==> src/rtl/ifu_fetch_pkg.sv <==
// Purpose: shared types and constants for the instruction fetch stage.
// Latency: n/a (declarations only).
// Backpressure: n/a.
package ifu_fetch_pkg;

  localparam int          INST_W       = 32;
  localparam int          ADDR_W       = 64;
  localparam int          ENT_W        = ADDR_W + INST_W;
  localparam logic [63:0] RESET_PC_DEF = 64'h0000_0000_8000_0000;

  // IDLE: free to issue; WAIT: one request outstanding; DROP: outstanding
  // response belongs to a squashed path and must be discarded.
  typedef enum logic [1:0] {
    ST_IDLE = 2'd0,
    ST_WAIT = 2'd1,
    ST_DROP = 2'd2
  } fetch_state_e;

  typedef struct packed {
    logic [ADDR_W-1:0] pc;
    logic [INST_W-1:0] inst;
  } fetch_ent_t;

endpackage

==> src/rtl/ifu_fetch_fifo.sv <==
// Purpose: small {pc,inst} FIFO between the memory response and the core.
// Latency: write in cycle N is visible at the head in cycle N+1.
// Backpressure: none internally; the writer must only push when a slot frees.
module ifu_fetch_fifo
  import ifu_fetch_pkg::*;
#(
  parameter  int DEPTH = 2,
  localparam int AW    = (DEPTH > 1) ? $clog2(DEPTH) : 1,
  localparam int CW    = AW + 1
) (
  input  logic             clk_i,
  input  logic             rst_i,
  input  logic             flush_i,
  input  logic             push_i,
  input  logic [ENT_W-1:0] push_dat_i,
  input  logic             pop_i,
  output logic [ENT_W-1:0] head_dat_o,
  output logic [CW-1:0]    count_o,
  output logic             empty_o,
  output logic             full_o
);

  logic [ENT_W-1:0] mem_q [DEPTH];
  logic [AW-1:0]    wr_ptr_q;
  logic [AW-1:0]    rd_ptr_q;
  logic [CW-1:0]    cnt_q;
  logic             do_push;
  logic             do_pop;

  // A flush overrides both push and pop in the same cycle.
  assign do_push = push_i & ~flush_i;
  assign do_pop  = pop_i & ~flush_i & (cnt_q != '0);

  // Storage is zeroed on reset so the head reads as zero afterwards.
  always_ff @(posedge clk_i) begin
    if (rst_i) begin
      for (int i = 0; i < DEPTH; i++) mem_q[i] <= '0;
    end else if (do_push) begin
      mem_q[wr_ptr_q] <= push_dat_i;
    end
  end

  // Pointers wrap naturally because DEPTH is a power of two.
  always_ff @(posedge clk_i) begin
    if (rst_i || flush_i) begin
      wr_ptr_q <= '0;
      rd_ptr_q <= '0;
      cnt_q    <= '0;
    end else begin
      if (do_push) wr_ptr_q <= wr_ptr_q + AW'(1);
      if (do_pop)  rd_ptr_q <= rd_ptr_q + AW'(1);
      cnt_q <= cnt_q + CW'(do_push) - CW'(do_pop);
    end
  end

  assign head_dat_o = mem_q[rd_ptr_q];
  assign count_o    = cnt_q;
  assign empty_o    = (cnt_q == '0);
  assign full_o     = (cnt_q == CW'(DEPTH));

endmodule

==> src/rtl/ifu_fetch.sv <==
// Purpose: fetch PC owner; one outstanding imem read, buffered {pc,inst} to core, redirect flush.
// Latency: response in cycle N -> inst_valid in N+1; redirect in N -> new request in N+1 (or after a dropped response).
// Backpressure: requests held until imem_req_ready; issue stops when the FIFO has no slot. IFU_PERF_EN adds perf counters.
module ifu_fetch
  import ifu_fetch_pkg::*;
#(
  parameter logic [63:0] RESET_PC = RESET_PC_DEF,
  parameter int          DEPTH    = 2
) (
  input  logic        clk,
  input  logic        rst,
  output logic        imem_req_valid,
  input  logic        imem_req_ready,
  output logic [63:0] imem_req_addr,
  input  logic        imem_resp_valid,
  input  logic [31:0] imem_resp_data,
  output logic        inst_valid,
  input  logic        inst_ready,
  output logic [31:0] inst,
  output logic [63:0] inst_pc,
  input  logic        redirect_valid,
  input  logic [63:0] redirect_pc
`ifdef IFU_PERF_EN
  ,
  output logic [63:0] perf_fetch_cnt,
  output logic [63:0] perf_stall_cnt
`endif
);

  localparam int CW = ((DEPTH > 1) ? $clog2(DEPTH) : 1) + 1;

  fetch_state_e state_q, state_d;
  logic [63:0]  fpc_q, fpc_d;
  logic [63:0]  pend_pc_q, pend_pc_d;

  logic          req_vld;
  logic          req_acc;
  logic          push;
  logic          pop;
  logic [CW-1:0] count;
  logic          fifo_empty;
  logic          fifo_full;
  logic [CW:0]   occ_after;
  logic          room_after;
  fetch_ent_t    push_ent;
  fetch_ent_t    head_ent;

  assign pop        = inst_valid & inst_ready;
  // Occupancy once this cycle's response is written and any pop retires.
  assign occ_after  = {1'b0, count} + (CW+1)'(1) - (CW+1)'(pop);
  assign room_after = occ_after < (CW+1)'(DEPTH);
  assign push_ent   = '{pc: pend_pc_q, inst: imem_resp_data};

  // Issue, push and next-state decisions; redirect suppresses all activity.
  always_comb begin
    state_d   = state_q;
    fpc_d     = fpc_q;
    pend_pc_d = pend_pc_q;
    req_vld   = 1'b0;
    push      = 1'b0;

    if (!rst && !redirect_valid) begin
      unique case (state_q)
        ST_IDLE: req_vld = !fifo_full;
        ST_WAIT: req_vld = imem_resp_valid && room_after;
        default: req_vld = 1'b0;
      endcase
    end
    req_acc = req_vld && imem_req_ready;
    push    = !rst && !redirect_valid && (state_q == ST_WAIT) && imem_resp_valid;

    unique case (state_q)
      ST_IDLE: begin
        if (redirect_valid)  state_d = ST_IDLE;
        else if (req_acc)    state_d = ST_WAIT;
      end
      ST_WAIT: begin
        if (redirect_valid)       state_d = imem_resp_valid ? ST_IDLE : ST_DROP;
        else if (imem_resp_valid) state_d = req_acc ? ST_WAIT : ST_IDLE;
      end
      ST_DROP: begin
        if (imem_resp_valid) state_d = ST_IDLE;
      end
      default: state_d = ST_IDLE;
    endcase

    if (redirect_valid) begin
      fpc_d = redirect_pc;
    end else if (req_acc) begin
      fpc_d     = fpc_q + 64'd4;
      pend_pc_d = fpc_q;
    end
  end

  // Fetch PC, pending PC and FSM state registers.
  always_ff @(posedge clk) begin
    if (rst) begin
      state_q   <= ST_IDLE;
      fpc_q     <= RESET_PC;
      pend_pc_q <= '0;
    end else begin
      state_q   <= state_d;
      fpc_q     <= fpc_d;
      pend_pc_q <= pend_pc_d;
    end
  end

  ifu_fetch_fifo #(.DEPTH(DEPTH)) u_fifo (
    .clk_i      (clk),
    .rst_i      (rst),
    .flush_i    (redirect_valid),
    .push_i     (push),
    .push_dat_i (push_ent),
    .pop_i      (pop),
    .head_dat_o (head_ent),
    .count_o    (count),
    .empty_o    (fifo_empty),
    .full_o     (fifo_full)
  );

  assign imem_req_valid = req_vld;
  assign imem_req_addr  = fpc_q;
  assign inst_valid     = !rst && !fifo_empty;
  assign inst           = rst ? '0 : head_ent.inst;
  assign inst_pc        = rst ? '0 : head_ent.pc;

`ifdef IFU_PERF_EN
  // Event counters survive redirects and wrap silently.
  always_ff @(posedge clk) begin
    if (rst) begin
      perf_fetch_cnt <= '0;
      perf_stall_cnt <= '0;
    end else begin
      perf_fetch_cnt <= perf_fetch_cnt + 64'(push);
      perf_stall_cnt <= perf_stall_cnt + 64'(inst_ready && !inst_valid);
    end
  end
`endif

endmodule

==> config.mk <==
export PLATFORM = sky130hd
export DESIGN_NAME = ifu_fetch
export DESIGN_NICKNAME = d
export VERILOG_FILES = /design/src/rtl/ifu_fetch_pkg.sv /design/src/rtl/ifu_fetch_fifo.sv /design/src/rtl/ifu_fetch.sv
export SDC_FILE = /design/constraint.sdc
export NUM_CORES = 1
export LEC_CHECK = 0
export ABC_AREA = 1
export BUFFER_PORTS_ARGS = -buffer_cell sky130_fd_sc_hd__buf_2
export CORE_ASPECT_RATIO = 1.5
export CORE_MARGIN = 3
export CORE_UTILIZATION = 55
export CTS_BUF_LIST = sky130_fd_sc_hd__clkbuf_4 sky130_fd_sc_hd__clkbuf_8
export DETAILED_ROUTE_END_ITERATION = 6
export PLACE_DENSITY = 0.78
export SLEW_MARGIN = 20
export SYNTH_ARGS = -nofsm -noshare
export SYNTH_HDL_FRONTEND = slang
export SYNTH_HIERARCHICAL = 1
export SYNTH_SLANG_ARGS = --single-unit
==> constraint.sdc <==
create_clock -name clk -period 6.8 [get_ports clk]
set_clock_uncertainty 0.2 [all_clocks]
set_input_delay 1.02 -clock clk [delete_from_list [all_inputs] [get_ports clk]]
set_output_delay 1.02 -clock clk [all_outputs]
set_load 0.05 [all_outputs]
==> results.md <==
- Status: finished clean
- Compound-Gate Fraction of Synth Area: 0.0410
- Layout filler cell count: 2462
- WS Path Type: reg2out
- Required @ worst endpoint: 5.58 ns
- RSZ-0062 raised after global routing: no
- Port buffer count: ~260
- Max-cap violation count: 0
- Final period utilization: 0.606
- Hold Crit Endpoint: pend_pc_q[44]$_SDFFE_PP0P_
- H-tree depth: 2
- Worst-path clk slew: 0.06 ns
- Synth Area per Inst: 8.19 µm²
- CP arrival: slightly below 3 ns
- Slowest CP cell: dfxtp_4
- Vias: 13549
- Critical Path Sink Type: output pin
- Routed wl met2: 21.4 mm
- Post-synthesis simple-gate area fraction: 0.248
- CP max stage delay: 0.88 ns
- # DRC: 0
- Diode count: 0
- WHS Path Cells: 2
- Most common cell in the netlist: nand2_1
- Synthesized netlist cell count: 1978
- Hold Crit Start: pend_pc_q[44]$_SDFFE_PP0P_
- Fmax: roughly 240 MHz
- R2R setup slack: ~3.3 ns
- Synth cell count leaders: nand2_1, nor2_1, inv_1
- Leak Pwr: 7.81 nW
- Final TNS setup: 0 ns
- Starting density of the core: 0.561
- Clk root buf: clkbuf_8
- Hold_buf cts: 0
- Clock Tree Buf Depth: 3
- Worst-Skew Late Latency: roughly 0.58 ns
- Core Area: slightly below 0.03 mm²
- Post-layout util: 0.644
- Reg2reg start: state_q[1]$_SDFFE_PP0P_
- Synth-to-layout area growth: 14.8%
- Power Density: 230 mW/mm²
- Crit path buf inv count: 3
- Seq/Total Area, Yosys: 0.523
- Mapped Nets: roughly 2100
- DR WL/cell: 16.3 µm
- Clock Sinks: 327
- Largest net degree at the start of global routing: 108
- Max-slew violation count: 0
- Number of global-route vias before repair: 13149
- Post-CTS setup buffer count: 0
- Worst IR Drop VDD: approximately 150 µV
- Met1 wire length: about 16 mm
- Global Route Usage Sum: 0.265
- Hold Crit Class: reg2reg
- Initial antenna violation count: 0
- Die area: 0.0316 mm²
- Worst-Margin Slew: between 1 and 1.5 ns
- Synth area leaders: edfxtp_1, dfxtp_1, nand2_1
- CP cell instances: buf_4 > mux2_2 > inv_1 > nor2_1 > buf_2
- Gr ovfl total: 0
- Synth unique cells: 33
- Worst Path Max Fanout: 60
- Met3 wire len: between 2 and 3 mm
- Setup violators final: 0
- Delay-heaviest family, CP: buffers and inverters
- Post-DP HPWL: 30.3 mm
- TritonRoute pass-1 iters: 5
- Post-synthesis mux area share: 0.0667
- EDFF count, synth: ~190
- Final RePlAce weighted congestion: around 1.0
- Post-synth top area share: 0.356
- Most area-hungry cell type in the Yosys netlist: edfxtp_1
- CTS tree: built
- Die height: around 220 µm
- Main synth FF type: edfxtp_1
- Fraction of layout cells with a size suffix above 1: 0.218
- Fin nets: 2313
- Yosys reg bits: 327
- Final Hold Vio Count: 0
- Asr flop ratio synth: 0
- Via density per instance: 5.15
- Cts bufs inserted: 47
- Final wirelength: between 40 and 50 mm
- Worst reg2reg path depth: 8
- Initial DRC count: 1005
- ANT nets after route: 0
- Global-route wire length before repair: roughly 68 mm
- YS warnings: 6
- Mapped Area: ~0.016 mm²
- Max-slew headroom: 0.268
- Synth Area in Adders: 0.00154
- Crit path launch type: flip-flop
- Xor and xnor area share after synthesis: 0.0254
- I/O Pins: 264
- Largest family of logic cells by synthesized area: simple AND/OR/NAND/NOR gates
- Row count: between 70 and 80
- Final min period: roughly 4.1 ns
- Top Layer Used: met4
- Die X: 146 µm
- R2r endpoint: u_fifo/mem_q[0][12]$_SDFFCE_PN0P_
- Post_cts resized: 0
[sequential cells by signal, indices dropped and copies added, names as in the netlist, named ones only]
register,cells
u_fifo/mem_q,192
u_fifo/wr_ptr_q,1
pend_pc_q,64
u_fifo/count_o,2
u_fifo/rd_ptr_q,1
state_q,2
imem_req_addr,64
[power breakdown]
group	internal, mW	total, mW	switching, mW
Clock	0.888	1.61	0.721
Combinational	0.117	0.443	0.326
Sequential	2.16	2.22	0.0647
Total	3.16	4.27	1.11
[worst reg2reg max path, cell delays in order (launching register included)]
cell	delay, ns
dfxtp_1	0.31
inv_1	0.07
nand2_1	0.09
nor4_1	0.42
inv_2	0.12
nor2_2	0.17
nand3b_4	0.39
nand2_4	0.93
buf_4	0.48
[cell families after synthesis]
kind of cell,after synthesis
fa+ha+maj,2
mux,96
simple gates,1013
xor+xnor,47
flops,327
buf+inv,366
compound gates,127
[routing by layer]
metal,track usage,up-vias
li1,-,6619
met1,0.311,6271
met2,0.463,530
met3,0.0393,129
met4,0.152,0
met5,0,-
[through the flow]
stage               instances  area (µm²)  power (mW)  hold WS, ns  setup slack, ns
floorplan                1978       16200        2.57        0.244             1.58
global placement         2550       17600        2.70        0.253             2.37
detailed placement       2550       17600        2.71        0.256             2.29
CTS                      2633       18600        4.30        0.265             2.65
global route             2633       18600        4.43        0.276             2.55
finish                   2633       18600        4.27        0.264             2.68
[cell usage in the layout (no fill, tap or decap)]
cell       netlist  routed
a211oi_2         1       1
a31oi_1         13      13
nand3b_4         0       1
nand2_2          3       2
clkbuf_4         0      13
nor3b_1          1       1
o211ai_1         1       1
ha_1             2       2
buf_4            9      11
buf_2           34     262
edfxtp_1       192     192
buf_6           11       1
bufinv_16        0       3
nand2_8          0       1
nor3_1           2       2
inv_8            0       1
dfxtp_1        135     134
xor2_1          18      18
dfxtp_4          0       1
nand3_1         69      69
inv_1          270     270
inv_2            3       2
o21ai_0         19      19
nor4_1           1       1
nand3b_1         1       1
nand2_4          0       2
mux2_2          96      96
nor2_1         411     411
clkbuf_8         0      52
nand3_4          1       1
clkinv_1         1      10
a22oi_1          1       1
nor2_4           1       1
nand2_1        488     486
nor2_2          33      33
nand4_1          1       1
a21oi_1         92      92
clkinv_2         0       6
xnor2_1         29      29
[final cells by class]
| cell class | instances | area (µm²) | area share |
|---|---|---|---|
| flip-flops and latches | 327 | 8470 | 0.455 |
| multi-input cells | 1285 | 6240 | 0.335 |
| inverters | 274 | 1030 | 0.0553 |
| clock inverters | 18 | 160 | 0.00861 |
| repair buffers | 274 | 1410 | 0.0755 |
| well taps | 390 | 488 | 0.0262 |
| clock buffers | 65 | 813 | 0.0437 |
[worst max path at each step]
stage,depth (start not counted),end,start
floorplan,9,u_fifo/mem_q[0][0]$_SDFFCE_PN0P_,redirect_valid
global placement,6,u_fifo/mem_q[1][2]$_SDFFCE_PN0P_,rst
detailed placement,6,u_fifo/mem_q[1][2]$_SDFFCE_PN0P_,rst
CTS,5,inst_pc[21],flip-flop
global route,5,inst_pc[22],flip-flop
finish,5,inst_pc[18],flip-flop
No activity file was read; power rests on OpenSTA's default activity.
